## src/rtl/tag_allocator_pkg.sv

```systemverilog
// Shared constants and types for the tag allocator: tag width, default reserved
// tags, error encodings and flush state machine states.
package tag_allocator_pkg;

   localparam int unsigned TAG_W    = 5;
   localparam int unsigned NUM_TAGS = 1 << TAG_W;

   // Tags 0 and 0x10 are never handed out.
   localparam logic [NUM_TAGS-1:0] DEFAULT_RESERVED_MASK = 32'h0001_0001;

   typedef enum logic [1:0] {
      ERR_NONE     = 2'd0,
      ERR_RESERVED = 2'd1,
      ERR_DOUBLE   = 2'd2,
      ERR_EMPTY    = 2'd3
   } err_code_e;

   typedef enum logic [1:0] {
      ST_RUN   = 2'd0,
      ST_DRAIN = 2'd1,
      ST_DONE  = 2'd2
   } alloc_state_e;

endpackage : tag_allocator_pkg

```

## src/rtl/tag_alloc_ffs.sv

```systemverilog
// Find-first-set: returns the index of the lowest set bit of a 32-bit vector,
// with a found flag; the index is 0 when no bit is set.
module tag_alloc_ffs
   import tag_allocator_pkg::*;
(
   input  logic [NUM_TAGS-1:0] vec_i,
   output logic [TAG_W-1:0]    idx_o,
   output logic                found_o
);

   // NOTE: every output of a combinational block gets a default first so no latch is inferred.
   always_comb begin
      idx_o   = '0;
      found_o = 1'b0;
      // Scan downwards so the last hit, and therefore the winner, is the lowest index.
      for (int i = NUM_TAGS - 1; i >= 0; i--) begin
         if (vec_i[i]) begin
            idx_o   = TAG_W'(i);
            found_o = 1'b1;
         end
      end
   end

endmodule : tag_alloc_ffs

```

## src/rtl/tag_allocator.sv

```systemverilog
// Tag allocator: hands out the lowest free unreserved tag, accepts returns,
// flags protocol errors and supports a flush/drain handshake.
module tag_allocator
   import tag_allocator_pkg::*;
#(
   parameter logic [NUM_TAGS-1:0] RESERVED_MASK   = DEFAULT_RESERVED_MASK,
   parameter int unsigned         MAX_OUTSTANDING = 30
) (
   input  logic             clock,
   input  logic             reset,
   output logic             alloc_valid,
   input  logic             alloc_ready,
   output logic [TAG_W-1:0] alloc_tag,
   input  logic             free_valid,
   input  logic [TAG_W-1:0] free_tag,
   input  logic             flush_req,
   output logic             flush_done,
   output logic [TAG_W-1:0] outstanding,
   output logic             err_valid,
   output logic [1:0]       err_code
);

   logic [NUM_TAGS-1:0] bitmap_q, bitmap_d;
   logic [TAG_W-1:0]    count_q, count_d;
   alloc_state_e        state_q, state_d;
   logic                err_valid_q, err_valid_d;
   err_code_e           err_code_q, err_code_d;

   logic                tag_found;
   logic                fire;
   logic                free_ok;
   err_code_e           free_err;

   tag_alloc_ffs u_ffs (
      .vec_i   (~bitmap_q & ~RESERVED_MASK),
      .idx_o   (alloc_tag),
      .found_o (tag_found)
   );

   assign alloc_valid = (state_q == ST_RUN) && tag_found &&
                        (32'(count_q) < MAX_OUTSTANDING);
   assign fire        = alloc_valid & alloc_ready;

   // A tag being allocated on this very edge is not yet in use, so returning it
   // is a double free even when nothing else is outstanding.
   always_comb begin
      free_err = ERR_NONE;
      if (free_valid) begin
         if (RESERVED_MASK[free_tag])                 free_err = ERR_RESERVED;
         else if (fire && (free_tag == alloc_tag))    free_err = ERR_DOUBLE;
         else if (count_q == '0)                      free_err = ERR_EMPTY;
         else if (!bitmap_q[free_tag])                free_err = ERR_DOUBLE;
      end
   end

   assign free_ok = free_valid && (free_err == ERR_NONE);

   always_comb begin
      bitmap_d = bitmap_q;
      if (fire)    bitmap_d[alloc_tag] = 1'b1;
      if (free_ok) bitmap_d[free_tag]  = 1'b0;
      bitmap_d = bitmap_d & ~RESERVED_MASK;

      count_d = count_q;
      unique case ({fire, free_ok})
         2'b10:   count_d = count_q + TAG_W'(1);
         2'b01:   count_d = count_q - TAG_W'(1);
         default: count_d = count_q;
      endcase

      err_valid_d = err_valid_q || (free_err != ERR_NONE);
      err_code_d  = err_code_q;
      if (!err_valid_q && (free_err != ERR_NONE)) err_code_d = free_err;
   end

   // Drain completion looks at the post-update count so a same-edge free counts.
   always_comb begin
      state_d = state_q;
      unique case (state_q)
         ST_RUN:   if (flush_req)         state_d = ST_DRAIN;
         ST_DRAIN: if (count_d == '0)     state_d = ST_DONE;
         ST_DONE:  if (!flush_req)        state_d = ST_RUN;
         default:                         state_d = ST_RUN;
      endcase
   end

   // NOTE: registers update with non-blocking assignments; reset clears every bit of state.
   always_ff @(posedge clock or posedge reset) begin
      if (reset) begin
         bitmap_q    <= '0;
         count_q     <= '0;
         state_q     <= ST_RUN;
         err_valid_q <= 1'b0;
         err_code_q  <= ERR_NONE;
      end else begin
         bitmap_q    <= bitmap_d;
         count_q     <= count_d;
         state_q     <= state_d;
         err_valid_q <= err_valid_d;
         err_code_q  <= err_code_d;
      end
   end

   assign flush_done  = (state_q == ST_DONE);
   assign outstanding = count_q;
   assign err_valid   = err_valid_q;
   assign err_code    = err_code_q;

endmodule : tag_allocator

```

## config.mk

```make
export PLATFORM = sky130hd
export DESIGN_NAME = tag_allocator
export DESIGN_NICKNAME = d
export VERILOG_FILES = /design/src/rtl/tag_allocator_pkg.sv /design/src/rtl/tag_alloc_ffs.sv /design/src/rtl/tag_allocator.sv
export SDC_FILE = /design/constraint.sdc
export NUM_CORES = 1
export LEC_CHECK = 0
export BUFFER_PORTS_ARGS = -buffer_cell sky130_fd_sc_hd__buf_2
export CAP_MARGIN = 20
export CORE_MARGIN = 3
export CORE_UTILIZATION = 45
export DETAILED_ROUTE_END_ITERATION = 12
export MAX_ROUTING_LAYER = met4
export REMOVE_ABC_BUFFERS = 1
export SYNTH_ARGS = -nofsm -noshare
export SYNTH_HDL_FRONTEND = slang
export SYNTH_SLANG_ARGS = --single-unit
```

## constraint.sdc

```tcl
create_clock -name clock -period 4.76 [get_ports clock]
set_clock_uncertainty 0.15 [all_clocks]
set_input_delay 1.428 -clock clock [delete_from_list [all_inputs] [get_ports clock]]
set_output_delay 1.428 -clock clock [all_outputs]
set_load 0.03 [all_outputs]
```

; Word-level counts from Yosys, hierarchy flattened
; Memories as Yosys holds them, arrays and structs flattened.
; Cells that the tools add are included.
; Widths: inputs -> output; s select.
[totals]
register_bits = 40
mem_bits_ro = 32
inputBits = 10
out_inout_bits = 15
elab_cells = 120
mem_count = 1
[classes]
addsub = 2
magnitude_cmp = 5
eq_ne = 8
n_mux = 79
bitwise_logic = 5
reduce_logical = 15
[memory_table]
columns = memory, depth, width, read_ports, rd_clocked_by_memory_dff, wr, line
row1 = (no name shown), 32, 1, 1, 0, 0, tag_allocator.sv:49  ; if (RESERVED_MASK[free_tag]) free_err = ERR_RESERVED;
[ops]
columns = cell, count
row1 = $mux 5, 30
row2 = $mux 32, 2
row3 = $not 32->32, 2
row4 = $mux 1, 34
row5 = $and 32x32->32, 1
row6 = $or 32x32->32, 1
row7 = $mux 2, 8
row8 = $lt 5x6->1 const B, 2
row9 = $demux 1 s5, 2
row10 = $ge 5x1->1 const B, 2
row11 = $logic_not 5->1, 2
row12 = $pmux 5 s2, 1
row13 = $logic_and 1x1->1, 7
row14 = $ne 2x2->1 const B, 3
row15 = $pmux 2 s3, 1
row16 = $add 5x1->5 const B, 1
row17 = $bmux 1 s5, 1
row18 = $eq 5x5->1, 1
row19 = $lt 5x5->1 const B, 1
row20 = $sub 5x1->5 const B, 1
row21 = $eq 2x1->1 const B, 2
row22 = $eq 2x2->1 const B, 2
row23 = $logic_not 2->1, 2
row24 = $reduce_and 3->1, 1
row25 = 4 further kinds, 4

; Depth between registers and ports, before layout
[depth]
ltp_word = 45
ltp_mapped = 15
depth_no_buf = 13

; Cells and area by module
; A second synthesis with hierarchy kept.
[unflattened]
cells_unflattened = 370
area_unflattened_um2 = 3064.2
[by_module_without_submodules]
columns = mod, n_inst, cells_per_inst, area_each_um2, seq_area_each_um2
row1 = tag_allocator, 1, 305, 2693.8, 1001.0
row2 = tag_alloc_ffs, 1, 65, 370.4, 0.0

; Worst setup path before layout
; Ideal clock, no wire load.
[synth_path]
kind = input-to-reg
start = in free_tag[1]
end = reg state_q[0]
setup_ns = 0.124
t_arrival_ns = 4.588
t_required_ns = 4.486
slack_ns = -0.102
cell_stages = 11
n_path_buf = 1
path_cell_list = buf_2 > mux2_2 > a22o_1 > a2111oi_2 > o21a_2 > nor3_1 > ha_1 > fa_1 > mux2_2 > or4b_2 > o31a_1
[synth_via]
elab_chain_len = 14
elab_cells_between_ends = 19
cone_classes = eq/ne: 4 / mux: 9 / reduce/logical: 5 / memory: 1
[synth_lines]
columns = element, line
row1 = from (decl), tag_allocator.sv:15  ; input logic [TAG_W-1:0] free_tag,
row2 = $bmux 1 s5, tag_allocator.sv:52  ; else if (!bitmap_q[free_tag]) free_err = ERR_DOUBLE;
row3 = $mux 1 (not written as such), tag_allocator.sv:52
row4 = $mux 2, tag_allocator.sv:52
row5 = $mux 2, tag_allocator.sv:51  ; else if (count_q == '0) free_err = ERR_EMPTY;
row6 = $mux 2, tag_allocator.sv:50  ; else if (fire && (free_tag == alloc_tag)) free_err = ERR_DOUBLE;
row7 = $mux 2 *, tag_allocator.sv:49
row8 = $mux 2 *, tag_allocator.sv:48  ; if (free_valid) begin
row9 = $logic_not 2->1 *, tag_allocator.sv:56  ; assign free_ok = free_valid && (free_err == ERR_NONE);
row10 = $logic_and 1x1->1 *, tag_allocator.sv:56
row11 = $eq 2x1->1 / $eq 2x2->1 (equally long branches), tag_allocator.sv:65  ; unique case ({fire, free_ok})
row12 = $pmux 5 s2 *, tag_allocator.sv:65
row13 = named net count_d[1], tag_allocator.sv:24  ; logic [TAG_W-1:0] count_q, count_d;
row14 = $logic_not 5->1 *, tag_allocator.sv:81  ; ST_DRAIN: if (count_d == '0) state_d = ST_DONE;
row15 = $ne 2x2->1 (no line) *, --
row16 = $reduce_and 3->1 (no line) *, --
row17 = to (signal assigned), tag_allocator.sv:98  ; state_q <= state_d;
row18 = to (decl), tag_allocator.sv:25  ; alloc_state_e state_q, state_d;
; Mark *: on every way through the listed nets, which the timed path passes. The rest lies on a longest branch. The select of a mux whose other input is x is not followed.
; A chain may end at the register's enable or synchronous reset.

; Final worst setup path
; Same ends and word-level chain as after synthesis.

==> metrics.cfg <==
[global_route]
overflow = 0
grt_pass1_wl_um = 14600
grt_max_degree = 41
grt_usage_pct = 26.2
antenna_found_initial = 0
grt_pass1_vias = 2735

[worst_setup_path]
cp.buffers_inverters = 1
critPathLaunch = free_tag[1]
path_depth = 11
cp-end-kind = register
criticalPathCategory = in -> reg
critical_path.max_stage_delay_ps = 630
arrival_ps = 4580
ff2ff_setup_slack_ps = 1100
r2r-end = state_q[0]$_DFFE_PP0P_
path_cells = buf_2 > mux2_2 > a22o_1 > a2111oi_4 > o21a_2 > nor3_1 > ha_2 > fa_1 > mux2_2 > or4b_2 > o31a_1
cp_max_fo = 8
rr_startpoint = bitmap_q[1]$_DFF_PP0_
crit_end = state_q[0]$_DFFE_PP0P_
crit_path_top_delay_cell = or4b_2
startpoint_type = input port
cp.required_ps = 4790
cp_top_family = compound AO/OA/AOI/OAI gates
worst_r2r_path_depth = 10
cpMostUsedCell = mux2_2

[clock_tree]
cts_tree = done
clock_sinks = 40
clk_latency_ps = 290
clkTransAtPathRegs_ps = 80
cts_buffer_depth = 2
cts_max_level = 2
cts_made_buffers = 5
root_buffer = clkbuf_8

[synthesis]
synth_edf_count = 0
synthCells = 307
synth_area_leader_cell = dfrtp_1
synthFlopType = dfrtp_1
ys_async_sr_fraction_pct = 100
ys_warn_count = 0
ys_types = 72
synth_area_per_cell_um2 = 9.54
seq_area_frac_synth_pct = 34.2
synthTopCellsByArea = dfrtp_1 34%, a21oi_1 6.2%, a41oi_1 5.1%
yosys_register_bits = 40
syn-cell-area_um2 = 2930
yosysTopAreaCellShare_pct = 34.2

[routing]
drt_wl_total_um = 8980
routed_via_density = 6.67
drt_iter0_drc = 243
ant_nets = 0
wl_per_cell_um = 21.2
top_layer_used = met4
wl_met1_um = 4010
wl_met3_um = 721
drt-pass1-iter-count = 5
vias = 2830
wl_met2_um = 4090
route.detailed.drc = 0

[layout]
mostFrequentLayoutCell = dfrtp_1
drive_gt1_share_pct = 29.2
mostFrequentLayoutCells = 40 x dfrtp_1, 36 x a21oi_1, 26 x buf_4, 24 x buf_2, 20 x nand2_1
diodes = 0
fin_cells = 424
nNetsFinal = 364
syn2layout_area_growth_pct = 14.7

[hold_path]
holdCritPathClass = reg -> reg

[timing]
timing_hold_violations_final = 0
slew_headroom_pct = 43.8
finalSetupViolations = 0
fin_crit_sh_pct = 95.5
rsz0062_at_grt = no
clock.fmax_ghz = 0.220
final-max-slew-violation-count = 0
tightest_slew_ps = 843
fin_crit_ps = 4550
setup_ws_ps = 213

[floorplanning]
start_util_pct = 48.1
die_y_um = 86.7
io_pins = 25
rows = 28
fp.dieW_um = 86.7
dieArea_um2 = 7510
coreArea_um2 = 6100

[power]
irDropWorstVdd_mv = 0.273
switchingPower_mw = 0.810
power_frac_comb_pct = 53.9
p_per_area_nw_per_um2 = 468
clkPwrFrac_pct = 14.1
p_int_mw = 0.762
seqPwrFrac_pct = 32.0
leakagePower_nw = 1.39
p_total_mw = 1.57
switching_share_pct = 51.5

[flow_run]
maxCapViolations = 0

[outcome]
status = completed

[place]
dp_cells = 416
dp_slack_ps = -191
dp.final_hpwl_um = 6660
io_buffers = 24
gp_congestion = 0.911

## Yosys cell counts, drive strengths merged, types with 6 or more instances
master  count
a31oi      17
o21ai       6
a41oi      17
nor2       16
nand4      11
mux2        9
a211oi      7
inv        10
dfrtp      40
nand2      20
buf        10
nand3      13
nor3        9
a21oi      36
## state kept, by name, indices dropped and copies added (netlist names)
| signal | count |
|---|---|
| err_valid | 1 |
| state_q | 2 |
| outstanding | 5 |
| err_code | 2 |
| bitmap_q | 30 |
## cell type report
type / count / area, um^2
Clock buffer: 5 / 68.8
Timing Repair Buffer: 50 / 315
Multi-Input combinational cell: 239 / 1820
Clock inverter: 2 / 12.5
Tap cell: 75 / 93.8
Fill cell: 580 / 2740
Sequential cell: 40 / 1000
Inverter: 13 / 50.0
## stage by stage
stage | hold slack (ps) | instance area, um^2 | util, % | TNS, ps
after detailed placement | 328 | 3260 | 53.4 | -358
after floorplan | 319 | 2860 | - | 0
after global routing | 372 | 3360 | 55.1 | 0
after CTS | 350 | 3340 | 54.8 | 0
after global placement | 321 | 3260 | 53.4 | -190
final | 355 | 3360 | 55.1 | 0
## power groups by stage
stage / sequential (mW) / combinational (mW) / clock [mW]
finish: 0.502 / 0.848 / 0.222
global route: 0.511 / 0.917 / 0.239
CTS: 0.501 / 0.833 / 0.224
detailed placement: 0.507 / 0.830 / 0
global placement: 0.505 / 0.830 / 0
floorplan: 0.525 / 0.518 / 0
## metal layers
layer,vias to the layer above,global-route usage [%]
met5,-,-
met4,0,7.08
met3,16,4.56
met2,118,38.5
met1,1401,37.3
li1,1295,-
## cells by family (layout without fill, tap and decap cells)
| group | Yosys count | in the layout | share of synthesized area (%) |
|---|---|---|---|
| fa+ha+maj | 5 | 5 | 2.39 |
| simple gates | 103 | 103 | 22.3 |
| xor+xnor | 5 | 5 | 1.50 |
| flops | 40 | 40 | 34.2 |
| mux | 13 | 13 | 6.11 |
| buf+inv | 28 | 70 | 4.23 |
| compound gates | 113 | 113 | 29.3 |
## how the worst min path moves through the flow
stage	start	to	slack (ps)	depth (start not counted)
2_1_floorplan	state_q[1]$_DFFE_PP0P_	state_q[1]$_DFFE_PP0P_	320	1
3_3_place_gp	err_valid$_DFF_PP0_	err_valid$_DFF_PP0_	320	1
3_5_place_dp	err_valid$_DFF_PP0_	err_valid$_DFF_PP0_	330	1
4_1_cts	err_valid$_DFF_PP0_	err_valid$_DFF_PP0_	350	1
5_1_grt	err_valid$_DFF_PP0_	err_valid$_DFF_PP0_	370	1
6_report	err_valid$_DFF_PP0_	err_valid$_DFF_PP0_	350	1
## worst register-to-register path, stage by stage, from the launching register on
cell and delay, ps:
dfrtp_1 530, mux2_2 320, a222oi_1 310, and3_1 220, o21a_2 150, nor3_1 60, ha_2 220, fa_1 420
mux2_2 270, or4b_2 630, o31a_1 260
## repair_timing
action | 4_1_cts | 5_1_grt
setup buffers | 0 | 1
hold buffers | 0 | 0
setup endpoints to repair | 0 | 2
gates resized for setup | 0 | 2
Power figures use the tool's default switching activity.
